===== config.mk =====
export PLATFORM = sky130hd
export DESIGN_NAME = log_move_ctrl_flat
export DESIGN_NICKNAME = d
export VERILOG_FILES = /design/src/rtl/log_move_ctrl_pkg.sv /design/src/rtl/log_move_ctrl_if.sv /design/src/rtl/log_pos_step.sv /design/src/rtl/log_move_ctrl.sv /design/src/flat_wrapper.sv
export SDC_FILE = /design/constraint.sdc
export NUM_CORES = 1
export LEC_CHECK = 0
export BUFFER_PORTS_ARGS = -buffer_cell sky130_fd_sc_hd__buf_2
export CAP_MARGIN = 40
export CORE_AREA = 5 5 92 94
export CTS_BUF_LIST = sky130_fd_sc_hd__clkbuf_4 sky130_fd_sc_hd__clkbuf_8
export DETAILED_ROUTE_END_ITERATION = 10
export DIE_AREA = 0 0 97 99
export PLACE_DENSITY = 0.77
export SYNTH_ARGS = -nofsm -noshare
export SYNTH_HDL_FRONTEND = slang
export SYNTH_HIERARCHICAL = 1
export SYNTH_SLANG_ARGS = --single-unit

===== constraint.sdc =====
create_clock -name CLK -period 4.6 [get_ports CLK]
set_input_delay 0.23 -clock CLK [delete_from_list [all_inputs] [get_ports CLK]]
set_output_delay 0.23 -clock CLK [all_outputs]
set_load 0.005 [all_outputs]

===== src/rtl/log_move_ctrl_pkg.sv =====
// Shared types and default geometry for the river-log motion sequencer.
package log_pkg;

    localparam int NUM_LOGS = 2;
    localparam int SCREEN_W = 640;
    localparam int OBJ_W    = 20;
    localparam int LANE_Y0  = 100;
    localparam int LANE_H   = 40;

    typedef logic [10:0] coord_t;
    typedef logic [3:0]  speed_t;

    typedef enum logic [1:0] {IDLE, SWEEP, DONE} log_state_t;

    // Index width that stays legal for a single-log build.
    function automatic int idx_width(input int n);
        return (n > 1) ? $clog2(n) : 1;
    endfunction

endpackage


===== src/rtl/log_move_ctrl_if.sv =====
// Frame/config inputs and per-log position outputs of the log sequencer.
interface log_move_ctrl_if
    import log_pkg::*;
#(
    parameter int NUM_LOGS = log_pkg::NUM_LOGS
);
    localparam int IDX_W = idx_width(NUM_LOGS);

    logic             startOfFrame;
    logic             pause;
    logic             cfg_we;
    logic [IDX_W-1:0] cfg_idx;
    speed_t           cfg_speed;
    logic             cfg_dir;
    coord_t           ObjectStartX [NUM_LOGS-1:0];
    coord_t           ObjectStartY [NUM_LOGS-1:0];
    logic             busy;
    logic             update_done;

    modport master (
        output startOfFrame, pause, cfg_we, cfg_idx, cfg_speed, cfg_dir,
        input  ObjectStartX, ObjectStartY, busy, update_done
    );

    modport slave (
        input  startOfFrame, pause, cfg_we, cfg_idx, cfg_speed, cfg_dir,
        output ObjectStartX, ObjectStartY, busy, update_done
    );

endinterface


===== src/rtl/log_pos_step.sv =====
// One log position step: move x by s pixels left or right, wrapping modulo SCREEN_W.
module log_pos_step
    import log_pkg::*;
#(
    parameter int SCREEN_W = log_pkg::SCREEN_W
) (
    input  coord_t x,
    input  speed_t s,
    input  logic   dir,
    output coord_t nx
);
    localparam logic [11:0] WIDTH = 12'(SCREEN_W);

    logic [11:0] wide_x;
    logic [11:0] wide_s;
    logic [11:0] sum;
    logic [11:0] result;

    always_comb begin
        wide_x = {1'b0, x};
        wide_s = {8'b0, s};
        sum    = wide_x + wide_s;
        if (dir) begin
            result = (sum >= WIDTH) ? sum - WIDTH : sum;
        end else begin
            result = (wide_x < wide_s) ? wide_x + WIDTH - wide_s : wide_x - wide_s;
        end
        nx = coord_t'(result);
    end

endmodule


===== src/rtl/log_move_ctrl.sv =====
// Per-frame sweep that steps each log's X once, one log per clock, with run-time speed/dir config.
module log_move_ctrl
    import log_pkg::*;
#(
    parameter int NUM_LOGS  = log_pkg::NUM_LOGS,
    parameter int SCREEN_W  = log_pkg::SCREEN_W,
    parameter int FRAME_DIV = 1,
    parameter int LANE_Y0   = log_pkg::LANE_Y0,
    parameter int LANE_H    = log_pkg::LANE_H
) (
    input  logic            CLK,
    input  logic            RESETn,
    log_move_ctrl_if.slave  bus
);
    localparam int IDX_W = idx_width(NUM_LOGS);
    localparam int CNT_W = (FRAME_DIV > 1) ? $clog2(FRAME_DIV) : 1;
    localparam logic [IDX_W-1:0] LAST_IDX = IDX_W'(NUM_LOGS - 1);
    localparam logic [CNT_W-1:0] CNT_LAST = CNT_W'(FRAME_DIV - 1);

    log_state_t       state_reg;
    logic [IDX_W-1:0] idx_reg;
    logic [CNT_W-1:0] frame_cnt_reg;
    logic             busy_reg;
    logic             done_reg;
    coord_t           x_reg     [NUM_LOGS];
    speed_t           speed_reg [NUM_LOGS];
    logic             dir_reg   [NUM_LOGS];

    coord_t step_x;
    logic   cfg_ok;

    // Out-of-range config indices are silently dropped.
    assign cfg_ok = bus.cfg_we && ({1'b0, bus.cfg_idx} < (IDX_W+1)'(NUM_LOGS));

    log_pos_step #(.SCREEN_W(SCREEN_W)) u_step (
        .x   (x_reg[idx_reg]),
        .s   (speed_reg[idx_reg]),
        .dir (dir_reg[idx_reg]),
        .nx  (step_x)
    );

    always_ff @(posedge CLK or negedge RESETn) begin
        if (!RESETn) begin
            state_reg     <= IDLE;
            idx_reg       <= '0;
            frame_cnt_reg <= '0;
            busy_reg      <= 1'b0;
            done_reg      <= 1'b0;
            for (int i = 0; i < NUM_LOGS; i++) begin
                x_reg[i]     <= coord_t'(i * (SCREEN_W / NUM_LOGS));
                speed_reg[i] <= speed_t'(1);
                dir_reg[i]   <= ((i % 2) == 0);
            end
        end else begin
            done_reg <= 1'b0;
            // The stepper reads the pre-edge speed/dir, so a colliding write only affects later sweeps.
            if (cfg_ok) begin
                speed_reg[bus.cfg_idx] <= bus.cfg_speed;
                dir_reg[bus.cfg_idx]   <= bus.cfg_dir;
            end
            case (state_reg)
                IDLE: begin
                    if (bus.startOfFrame && !bus.pause) begin
                        if (frame_cnt_reg == CNT_LAST) begin
                            frame_cnt_reg <= '0;
                            idx_reg       <= '0;
                            busy_reg      <= 1'b1;
                            state_reg     <= SWEEP;
                        end else begin
                            frame_cnt_reg <= frame_cnt_reg + 1'b1;
                        end
                    end
                end
                SWEEP: begin
                    x_reg[idx_reg] <= step_x;
                    if (idx_reg == LAST_IDX) begin
                        state_reg <= DONE;
                    end else begin
                        idx_reg <= idx_reg + 1'b1;
                    end
                end
                DONE: begin
                    busy_reg  <= 1'b0;
                    done_reg  <= 1'b1;
                    state_reg <= IDLE;
                end
                default: state_reg <= IDLE;
            endcase
        end
    end

    genvar gi;
    generate
        for (gi = 0; gi < NUM_LOGS; gi++) begin : g_log_out
            assign bus.ObjectStartX[gi] = x_reg[gi];
            assign bus.ObjectStartY[gi] = coord_t'(LANE_Y0 + gi * LANE_H);
        end
    endgenerate

    assign bus.busy        = busy_reg;
    assign bus.update_done = done_reg;

endmodule

===== src/flat_wrapper.sv =====
// flat-port wrapper written by rule: the top's interface ports become plain ports
module log_move_ctrl_flat import log_pkg::*;
#(
    parameter int NUM_LOGS  = log_pkg::NUM_LOGS,
    parameter int SCREEN_W  = log_pkg::SCREEN_W,
    parameter int FRAME_DIV = 1,
    parameter int LANE_Y0   = log_pkg::LANE_Y0,
    parameter int LANE_H    = log_pkg::LANE_H
)
  (CLK, RESETn, bus_startOfFrame, bus_pause, bus_cfg_we, bus_cfg_idx, bus_cfg_speed, bus_cfg_dir, bus_ObjectStartX, bus_ObjectStartY, bus_busy, bus_update_done);
  log_move_ctrl_if #(.NUM_LOGS(NUM_LOGS)) bus_i ();
  input  logic CLK;
  input  logic RESETn;
  input wire logic [$bits(bus_i.startOfFrame)-1:0] bus_startOfFrame;
  input wire logic [$bits(bus_i.pause)-1:0] bus_pause;
  input wire logic [$bits(bus_i.cfg_we)-1:0] bus_cfg_we;
  input wire logic [$bits(bus_i.cfg_idx)-1:0] bus_cfg_idx;
  input wire logic [$bits(bus_i.cfg_speed)-1:0] bus_cfg_speed;
  input wire logic [$bits(bus_i.cfg_dir)-1:0] bus_cfg_dir;
  output wire logic [$bits(bus_i.ObjectStartX)-1:0] bus_ObjectStartX;
  output wire logic [$bits(bus_i.ObjectStartY)-1:0] bus_ObjectStartY;
  output wire logic [$bits(bus_i.busy)-1:0] bus_busy;
  output wire logic [$bits(bus_i.update_done)-1:0] bus_update_done;
  assign bus_i.startOfFrame = bus_startOfFrame;
  assign bus_i.pause = bus_pause;
  assign bus_i.cfg_we = bus_cfg_we;
  assign bus_i.cfg_idx = bus_cfg_idx;
  assign bus_i.cfg_speed = bus_cfg_speed;
  assign bus_i.cfg_dir = bus_cfg_dir;
  assign bus_ObjectStartX = {>>{bus_i.ObjectStartX}};
  assign bus_ObjectStartY = {>>{bus_i.ObjectStartY}};
  assign bus_busy = bus_i.busy;
  assign bus_update_done = bus_i.update_done;
  log_move_ctrl #(.NUM_LOGS(NUM_LOGS), .SCREEN_W(SCREEN_W), .FRAME_DIV(FRAME_DIV), .LANE_Y0(LANE_Y0), .LANE_H(LANE_H)) u_core (.CLK(CLK), .RESETn(RESETn), .bus(bus_i));
endmodule

; ---- Word level (Yosys, flattened, before mapping)
; Index checks and enable logic that the tools add are counted.
[totals]
regBits = 38
inputBits = 11
out_inout_bits = 46
[op_classes]
addsub = 7
magnitude_cmp = 6
n_eq_ne = 5
n_mux = 34
bitwise_logic = 2
n_reduce_logical = 11
[ops]
columns = cell, count
row1 = two-way mux 11 bit, 7
row2 = bitwise mux 22 bit, 1
row3 = subtractor 11 x 4 -> 11 bit, 2
row4 = two-way mux 4 bit, 4
row5 = adder 11 x 4 -> 12 bit, 1
row6 = greater-or-equal comparator 12 x 10 -> 1 bit (second input constant), 1
row7 = adder 11 x 10 -> 11 bit (second input constant), 1
row8 = demux 11 bit (select 1 bit), 1
row9 = < comparator 11 x 4 -> 1 bit, 1
row10 = two-way mux 1 bit, 11
row11 = subtractor 11 x 10 -> 11 bit (second input constant), 1
row12 = AND reduction 3 bit, 3
row13 = bitwise mux 8 bit, 1
row14 = two-way mux 2 bit, 3
row15 = demux 4 bit (select 1 bit), 1
row16 = greater-or-equal comparator 2 bit (second input constant), 2
row17 = < comparator 2 x 1 -> 1 bit (second input constant), 2
row18 = != test 2 x 1 -> 1 bit (second input constant), 2
row19 = inverter 1 -> 2 bit, 2
row20 = one-hot mux 1 bit (2 select lines), 2
row21 = one-hot mux 2 bit (2 select lines), 1
row22 = nonzero test 2 bit, 2
row23 = logical AND 1 bit, 3
row24 = adder 1 bit (second input constant), 2
row25 = 8 further kinds, 8

; ---- Depth between registers and ports, before layout
; Gate-level depths: netlist of run 1.
[logic_depth]
depth_word = 9
ltp_mapped = 16
ltp_nobuf = 14

; ---- Cells and area by module
; Netlist of run 1, hierarchy kept.
[modules_own_cells]
columns = mod, instances, cells_each, area_each_um2, seq_area_each_um2
row1 = log_move_ctrl, 1, 128, 1820.5, 932.1
row2 = log_pos_step, 1, 193, 1500.2, 0.0

; ---- Worst setup path before layout of run 1
; No wires, ideal clock.
[synth_timing]
path_kind = register to register
from = register u_core.idx_reg
to = register u_core.x_reg (netlist bit u_core/bus.ObjectStartX[21])
setup_ns = 0.125
t_arrival_ns = 3.297
required_time_ns = 4.475
setup_slack_ns = 1.177
path_stages_with_launch = 13
n_path_buf = 2
synth_period_minus_slack_ns = 3.423
path_cell_list = dfrtp_1 buf_4 buf_2 mux2_2 ha_1 fa_1 or2_1 o211ai_1 a32oi_1 a211o_1 a2111oi_0 a21oi_1 mux2_4
[synth_via]
elab_chain_cells = 9
word_cells_on_any_way = 26
[synth_rtl]
columns = item, line
row1 = "start, declared", log_move_ctrl.sv:21  ; logic [IDX_W-1:0] idx_reg;
row2 = "start signal, assigned", log_move_ctrl.sv:79  ; idx_reg <= idx_reg + 1'b1;
row3 = inverter 1 -> 2 bit (not written as such) (*), "log_move_ctrl.sv:36, log_move_ctrl.sv:37, log_move_ctrl.sv:38"
row4 = two-way mux 11 bit (not written as such) or two-way mux 4 bit (tied branches) (3 in series), "log_move_ctrl.sv:36, log_move_ctrl.sv:37"
row5 = adder 11 x 10 -> 11 bit or adder 11 x 4 -> 12 bit (tied branches), "log_pos_step.sv:26, log_pos_step.sv:22"
row6 = "subtractor 11 x 4 -> 11 bit, or another cell as far along", log_pos_step.sv:26  ; result = (wide_x < wide_s) ? wide_x + WIDTH - wide_s : wide_x - wide_s;
row7 = two-way mux 11 bit (on tied branches), "log_pos_step.sv:26, log_pos_step.sv:24"
row8 = two-way mux 11 bit (*), log_pos_step.sv:23  ; if (dir) begin
row9 = named net u_core.step_x[10], log_move_ctrl.sv:29  ; coord_t step_x;
row10 = bitwise mux 22 bit (*), log_move_ctrl.sv:75  ; x_reg[idx_reg] <= step_x;
row11 = "end signal, assigned by index", log_move_ctrl.sv:50  ; x_reg[i] <= coord_t'(i * (SCREEN_W / NUM_LOGS));
row12 = "end signal, assigned by index", log_move_ctrl.sv:75
row13 = "end, declared", log_move_ctrl.sv:25  ; coord_t x_reg [NUM_LOGS];
; Mark *: on every way through the listed nets, which the timed path passes. The rest lies on a longest branch. The select of a mux whose other input is x is not followed.
; A chain may end at the register's enable or synchronous reset.

; ---- Worst setup path after layout of run 1
[layout_timing]
from = register u_core.idx_reg
to = register u_core.x_reg (netlist bit u_core/bus.ObjectStartX[10])
; Same word-level chain as after synthesis.

==> results of run 1 <==
[worst max-delay path: cells and delay by family (launching register included)]
kind,cells,cell delay (ns)
compound gates,6,1.49
mux,2,0.73
fa+ha+maj,2,0.62
flops,1,0.58
buf+inv,1,0.08
[stage by stage]
stage / cell area [µm²] / hold WS [ns] / instances
after floorplan: 3400 / -0.0656 / 341
after global placement: 3470 / 0.351 / 446
after detailed placement: 3480 / 0.373 / 447
after CTS: 3570 / 0.0638 / 455
after global routing: 3570 / 0.110 / 455
final: 3570 / 0.0267 / 455
[logic make-up (layout without fill, tap and decap cells)]
group	count (synthesis)	count (layout)	synth area share, %
buffers and inverters	64	76	10.7
flip-flops	37	37	28.1
XOR/XNOR	10	10	2.86
AO/OA/AOI/OAI	64	64	15.2
adder cells (fa/ha/maj)	32	32	13.2
multiplexers	50	50	17.9
AND/OR/NAND/NOR	62	62	11.9
other	2	22	0.226
[cell type report]
cell class / instances / area, µm² / area share, %
clock buffers: 7 / 83.8 / 2.35
clock inverters: 1 / 7.51 / 0.210
inverters: 32 / 120 / 3.36
multi-input cells: 240 / 2110 / 59.1
flip-flops and latches: 37 / 932 / 26.1
well taps: 102 / 128 / 3.58
repair buffers: 36 / 189 / 5.29
[placed cells by master (no fill, tap or decap), types with 3 or more instances in the layout]
master,instances
dfrtp_1,32
dfstp_2,5
a31oi_1,3
nand3_1,5
a21o_1,5
o21ai_0,6
inv_1,32
nor2b_1,5
fa_1,5
a21oi_1,10
nand2_1,12
nand2b_1,3
o31ai_1,3
mux2_2,39
xnor2_1,9
buf_2,34
conb_1,22
nor2_1,9
clkbuf_8,5
o31a_1,3
o211ai_1,7
mux2_4,9
ha_1,27
[metal layers]
layer | share of wire (%) | vias to the layer above
met5 | 0 | -
met3 | 4.3 | 12
met1 | 44 | 1210
met2 | 50 | 82
met4 | 1.3 | 0
li1 | - | 1154
[worst min path at each step]
stage	startpoint	to	slack, ns	cells after the start
2_1_floorplan	RESETn	u_core/bus.ObjectStartX[0]$_DFFE_PN0P_	-0.07	0
3_3_place_gp	RESETn	u_core/dir_reg[0]$_DFFE_PN0P_	0.35	1
3_5_place_dp	RESETn	u_core/speed_reg[7]$_DFFE_PN0P_	0.37	1
4_1_cts	RESETn	u_core/dir_reg[0]$_DFFE_PN0P_	0.06	1
5_1_grt	RESETn	u_core/speed_reg[1]$_DFFE_PN0P_	0.11	1
6_report	RESETn	u_core/dir_reg[0]$_DFFE_PN0P_	0.03	1
==> run_results.csv, run 1 <==
group,metric,value,unit
global_route,grt-ovfl-total,0,
setup_path,worst-path-max-fanout,10,
detailed_routing,firstDrtPassIters,5,
setup_path,path_cells,"mux2_2 > inv_1 > ha_1 > fa_1 > a21o_1 > o211ai_1 > a32oi_1 > a211o_1 > a2111oi_0 > a21oi_1 > mux2_2",
setup_path,crit_start,"u_core/idx_reg$_DFFE_PN0P_",
die,dieArea,9600,µm²
sta,relSlewSlack,46.3,%
setup_path,rrSetupSlack,0.98,ns
final_layout,drive_gt1_share,32.9,%
setup_path,cp-end-kind,"flip-flop",
detailed_routing,vias,2458,
sta,finalHoldViolCount,0,
sta,fin_crit,3.62,ns
global_route,grt_util_met2,27.0,%
sta,fin_setup_tns,0,ns
clock_network,clock_latency,0.29,ns
synth,syn_area,3320,µm²
clock_network,cts_tree,"built",
synth,synth_edf_count,0,
clock_network,post_cts_buffers,0,
hold_path,holdCritPathClass,"in -> async",
synth,avgSynthCellArea,10.3,µm²
final_layout,fillers,693,
global_route,antenna_found_initial,0,
global_route,grt.total_usage,15.3,%
clock_network,numCtsBuffers,5,
clock_network,cts_htree_levels,2,
sta,fin_crit_sh,78.7,%
place,gp_congestion,0.923,
setup_path,slowest_delay,0.58,ns
synth,synth_top_area_cell,"dfrtp_1",
global_route,grt_pass1_vias,2438,
synth,ys_top_cells_by_area,"dfrtp_1 (24%), mux2_2 (13%), ha_1 (10%)",
final_layout,largest_reg_flops,22,
global_route,busiest_layer,"met2",
sta,layout_setup_ws,0.982,ns
global_route,grt_max_degree,38,
detailed_routing,drc,0,
status,status,"completed",
clock_network,hold_buffers,0,
flow_run,maxCapViolations,0,
sta,fin_skew,0.00702,ns
sta,drv_slew,0,
setup_path,cp_slowest_cell,"dfrtp_1",
setup_path,r2r-end,"u_core/bus.ObjectStartX[10]$_DFFE_PN0P_",
sta,tightest_slew,0.805,ns
clock_network,cts.root.buffer_cell,"clkbuf_8",
synth,synthArstFlopShare,100,%
synth,synthCells,321,
setup_path,cp-start-kind,"flip-flop",
die,fp-row-count,32,
place,place_ws,1.06,ns
clock_network,clockBufferDepth,2,
synth,synthMostInstantiatedCell,"mux2_2",
sta,clock.fmax,0.276,GHz
synth,synth_cell_types,71,
setup_path,reg2regPathDepth,11,
final_layout,n_antenna_cell,0,
setup_path,crit_end,"u_core/bus.ObjectStartX[10]$_DFFE_PN0P_",
detailed_routing,ant_nets,0,
setup_path,r2r_start,"u_core/idx_reg$_DFFE_PN0P_",
synth,ys.flop_type,"dfrtp_1",
synth,yosysWarningCount,6,
die,io_pins,57,
final_layout,layout.nets,395,
setup_path,crit_top_cell,"mux2_2",
clock_network,cts.clk_slew.worst_paths,0.08,ns
synth,synth-seq-cells,37,
global_route,grt_pass1_wl,12200,µm
detailed_routing,vias_per_cell,5.40,
die,core,7570,µm²
sta,rsz0062_at_grt,"false",
detailed_routing,wirelength,7360,µm
setup_path,critPathKind,"reg -> reg",
clock_network,post_cts_resized,0,
die,die_h,99,µm
global_route,met1_usage,19.4,%
clock_network,clock_sinks,37,
final_layout,syn_to_final_growth,7.50,%
synth,yosysTopAreaCellShare,24.1,%
sta,finalSetupViolCount,0,
detailed_routing,drt_iter0_markers,147,
synth,yosysSeqAreaShare,28.1,%
setup_path,cp.required,4.77,ns
synth,synthTopCellsByCount,"mux2_2 (39), dfrtp_1 (32), inv_1 (32), ha_1 (27), buf_4 (23)",
place,hpwl,5740,µm
die,fp.dieW,97,µm
place,port_buffers,34,
detailed_routing,routedWlPerCell,16.2,µm
setup_path,crit_arrival,3.79,ns
final_layout,finish.utilization,47.2,%
global_route,met3_usage,2.62,%
die,start_util,43.9,%
Power of run 1 is not shown: default switching activity piles up to over one toggle a cycle in this logic, so the estimate is an artifact.
==> inputs of run 2 (changes only) <==
clock period = 3.4 ns   (was 4.6 ns; I/O delays follow)
==> run_results.csv, run 2 (synthesis results as in run 1) <==
group,metric,value,unit
detailed_routing,wirelength,7480,µm
setup_path,r2r-end,"u_core/bus.ObjectStartX[10]$_DFFE_PN0P_",
setup_path,r2r_start,"u_core/idx_reg$_DFFE_PN0P_",
place,dp.cells,458,
place,port_buffers,34,
clock_network,cts_htree_levels,2,
sta,finalHoldViolCount,0,
place,hpwl,5750,µm
sta,fin_crit_sh,97.0,%
global_route,antenna_found_initial,0,
status,status,"completed",
detailed_routing,routedWlPerCell,16.0,µm
setup_path,path_cells,"mux2_2 > inv_1 > ha_2 > fa_1 > a21o_1 > o211ai_1 > a32oi_1 > a211o_1 > a2111oi_4 > a21oi_1 > mux2_2",
sta,clock.fmax,0.303,GHz
place,placed_area,3560,µm²
die,dieArea,9600,µm²
setup_path,worst-path-max-fanout,7,
global_route,grt-ovfl-total,0,
die,start_util,43.9,%
sta,drv_slew,0,
global_route,grt_pass1_vias,2537,
setup_path,rrSetupSlack,0.10,ns
die,io_pins,57,
global_route,grt_max_degree,38,
clock_network,cts_tree,"built",
clock_network,numCtsBuffers,5,
detailed_routing,drc,0,
detailed_routing,vias,2475,
die,core,7570,µm²
final_layout,n_antenna_cell,0,
setup_path,critPathTopFamily,"compound AO/OA/AOI/OAI gates",
die,fp-row-count,32,
final_layout,final_common_cell,"mux2_2",
die,fp.dieW,97,µm
clock_network,clock_sinks,37,
final_layout,mostFrequentLayoutCells,"mux2_2 (39), buf_2 (34), inv_1 (32), dfrtp_1 (31), ha_1 (25)",
setup_path,worst-path-stages,11,
setup_path,cp-end-kind,"flip-flop",
final_layout,drive_gt1_share,36.6,%
setup_path,crit_start,"u_core/idx_reg$_DFFE_PN0P_",
setup_path,crit_top_cell,"mux2_2",
setup_path,cp.required,3.58,ns
clock_network,cts.root.buffer_cell,"clkbuf_8",
clock_network,cts.clk_slew.worst_paths,0.08,ns
flow_run,maxCapViolations,0,
sta,rsz0062_at_grt,"false",
final_layout,finalInstanceArea,3740,µm²
sta,finalSetupViolCount,0,
final_layout,layout.nets,408,
hold_path,holdCritPathClass,"in -> reg",
clock_network,clock_latency,0.30,ns
place,gp_congestion,0.899,
die,die_h,99,µm
detailed_routing,firstDrtPassIters,4,
setup_path,cp_slowest_cell,"dfrtp_2",
global_route,grt_pass1_wl,12300,µm
clock_network,clockBufferDepth,2,
setup_path,crit_arrival,3.48,ns
sta,tightest_slew,0.826,ns
sta,fin_skew,0.00835,ns
setup_path,cp-start-kind,"flip-flop",
setup_path,crit_end,"u_core/bus.ObjectStartX[10]$_DFFE_PN0P_",
final_layout,syn_to_final_growth,12.7,%
detailed_routing,ant_nets,0,
setup_path,reg2regPathDepth,11,
setup_path,critPathKind,"reg -> reg",
sta,fin_crit,3.30,ns
detailed_routing,vias_per_cell,5.29,
global_route,grt.total_usage,15.5,%
final_layout,instances_no_fill,468,
detailed_routing,drt_iter0_markers,165,
setup_path,worst-path-buf-inv,1,
setup_path,slowest_delay,0.44,ns
sta,relSlewSlack,44.9,%
sta,fin_setup_tns,0,ns
final_layout,largest_reg_flops,22,
-- run 2: cell types whose count changed in the layout (fill, tap and decap cells not counted), moves of 2 or more --
cell | before | now
ha_1 | 27 | 25
ha_2 | 0 | 2
a2111oi_0 | 2 | 0
buf_4 | 1 | 13
-- run 2: through the flow --
stage          utilization (%)  hold slack [ns]  worst slack (ns)
6_report                  49.5            0.114             0.100
3_5_place_dp              47.1            0.304            0.0433
4_1_cts                   48.7            0.110          0.000896
5_1_grt                   49.5            0.106           0.00147
2_1_floorplan                -           -0.126            0.0294
3_3_place_gp              46.9            0.288             0.115
-- run 2: layout make-up --
type                    instances  area (µm²)
fillers                       684        3820
multi-input cells             240        2160
flip-flops and latches         37         933
repair buffers                 49         289
well taps                     102         128
inverters                      32         120
clock buffers                   6        76.3
clock inverters                 2        38.8
-- run 2: what timing repair did --
item,CTS,global route
hold endpoints to repair,32,0
resized for setup,0,10
setup buffers,0,1
endpoints found under the setup margin,0,12
hold buffers,1,0
-- run 2: routing by layer --
layer	global-route usage, %	vias up	wire length, µm
met1	19.6	1230	3240
met3	2.97	7	317
met5	0	-	0
met2	27.1	58	3840
met4	4.54	0	74
li1	-	1180	-
-- run 2: worst min-delay path by stage --
stage / from / end / slack, ns / depth (start not counted)
2_1_floorplan: RESETn / u_core/bus.ObjectStartX[0]$_DFFE_PN0P_ / -0.13 / 0
3_3_place_gp: RESETn / u_core/speed_reg[2]$_DFFE_PN0P_ / 0.29 / 1
3_5_place_dp: RESETn / u_core/speed_reg[2]$_DFFE_PN0P_ / 0.30 / 1
4_1_cts: bus_cfg_speed[3] / u_core/speed_reg[7]$_DFFE_PN0P_ / 0.11 / 2
5_1_grt: bus_cfg_speed[3] / u_core/speed_reg[7]$_DFFE_PN0P_ / 0.11 / 2
6_report: bus_cfg_speed[2] / u_core/speed_reg[6]$_DFFE_PN0P_ / 0.11 / 2
Power of run 2 is left out for the same reason.
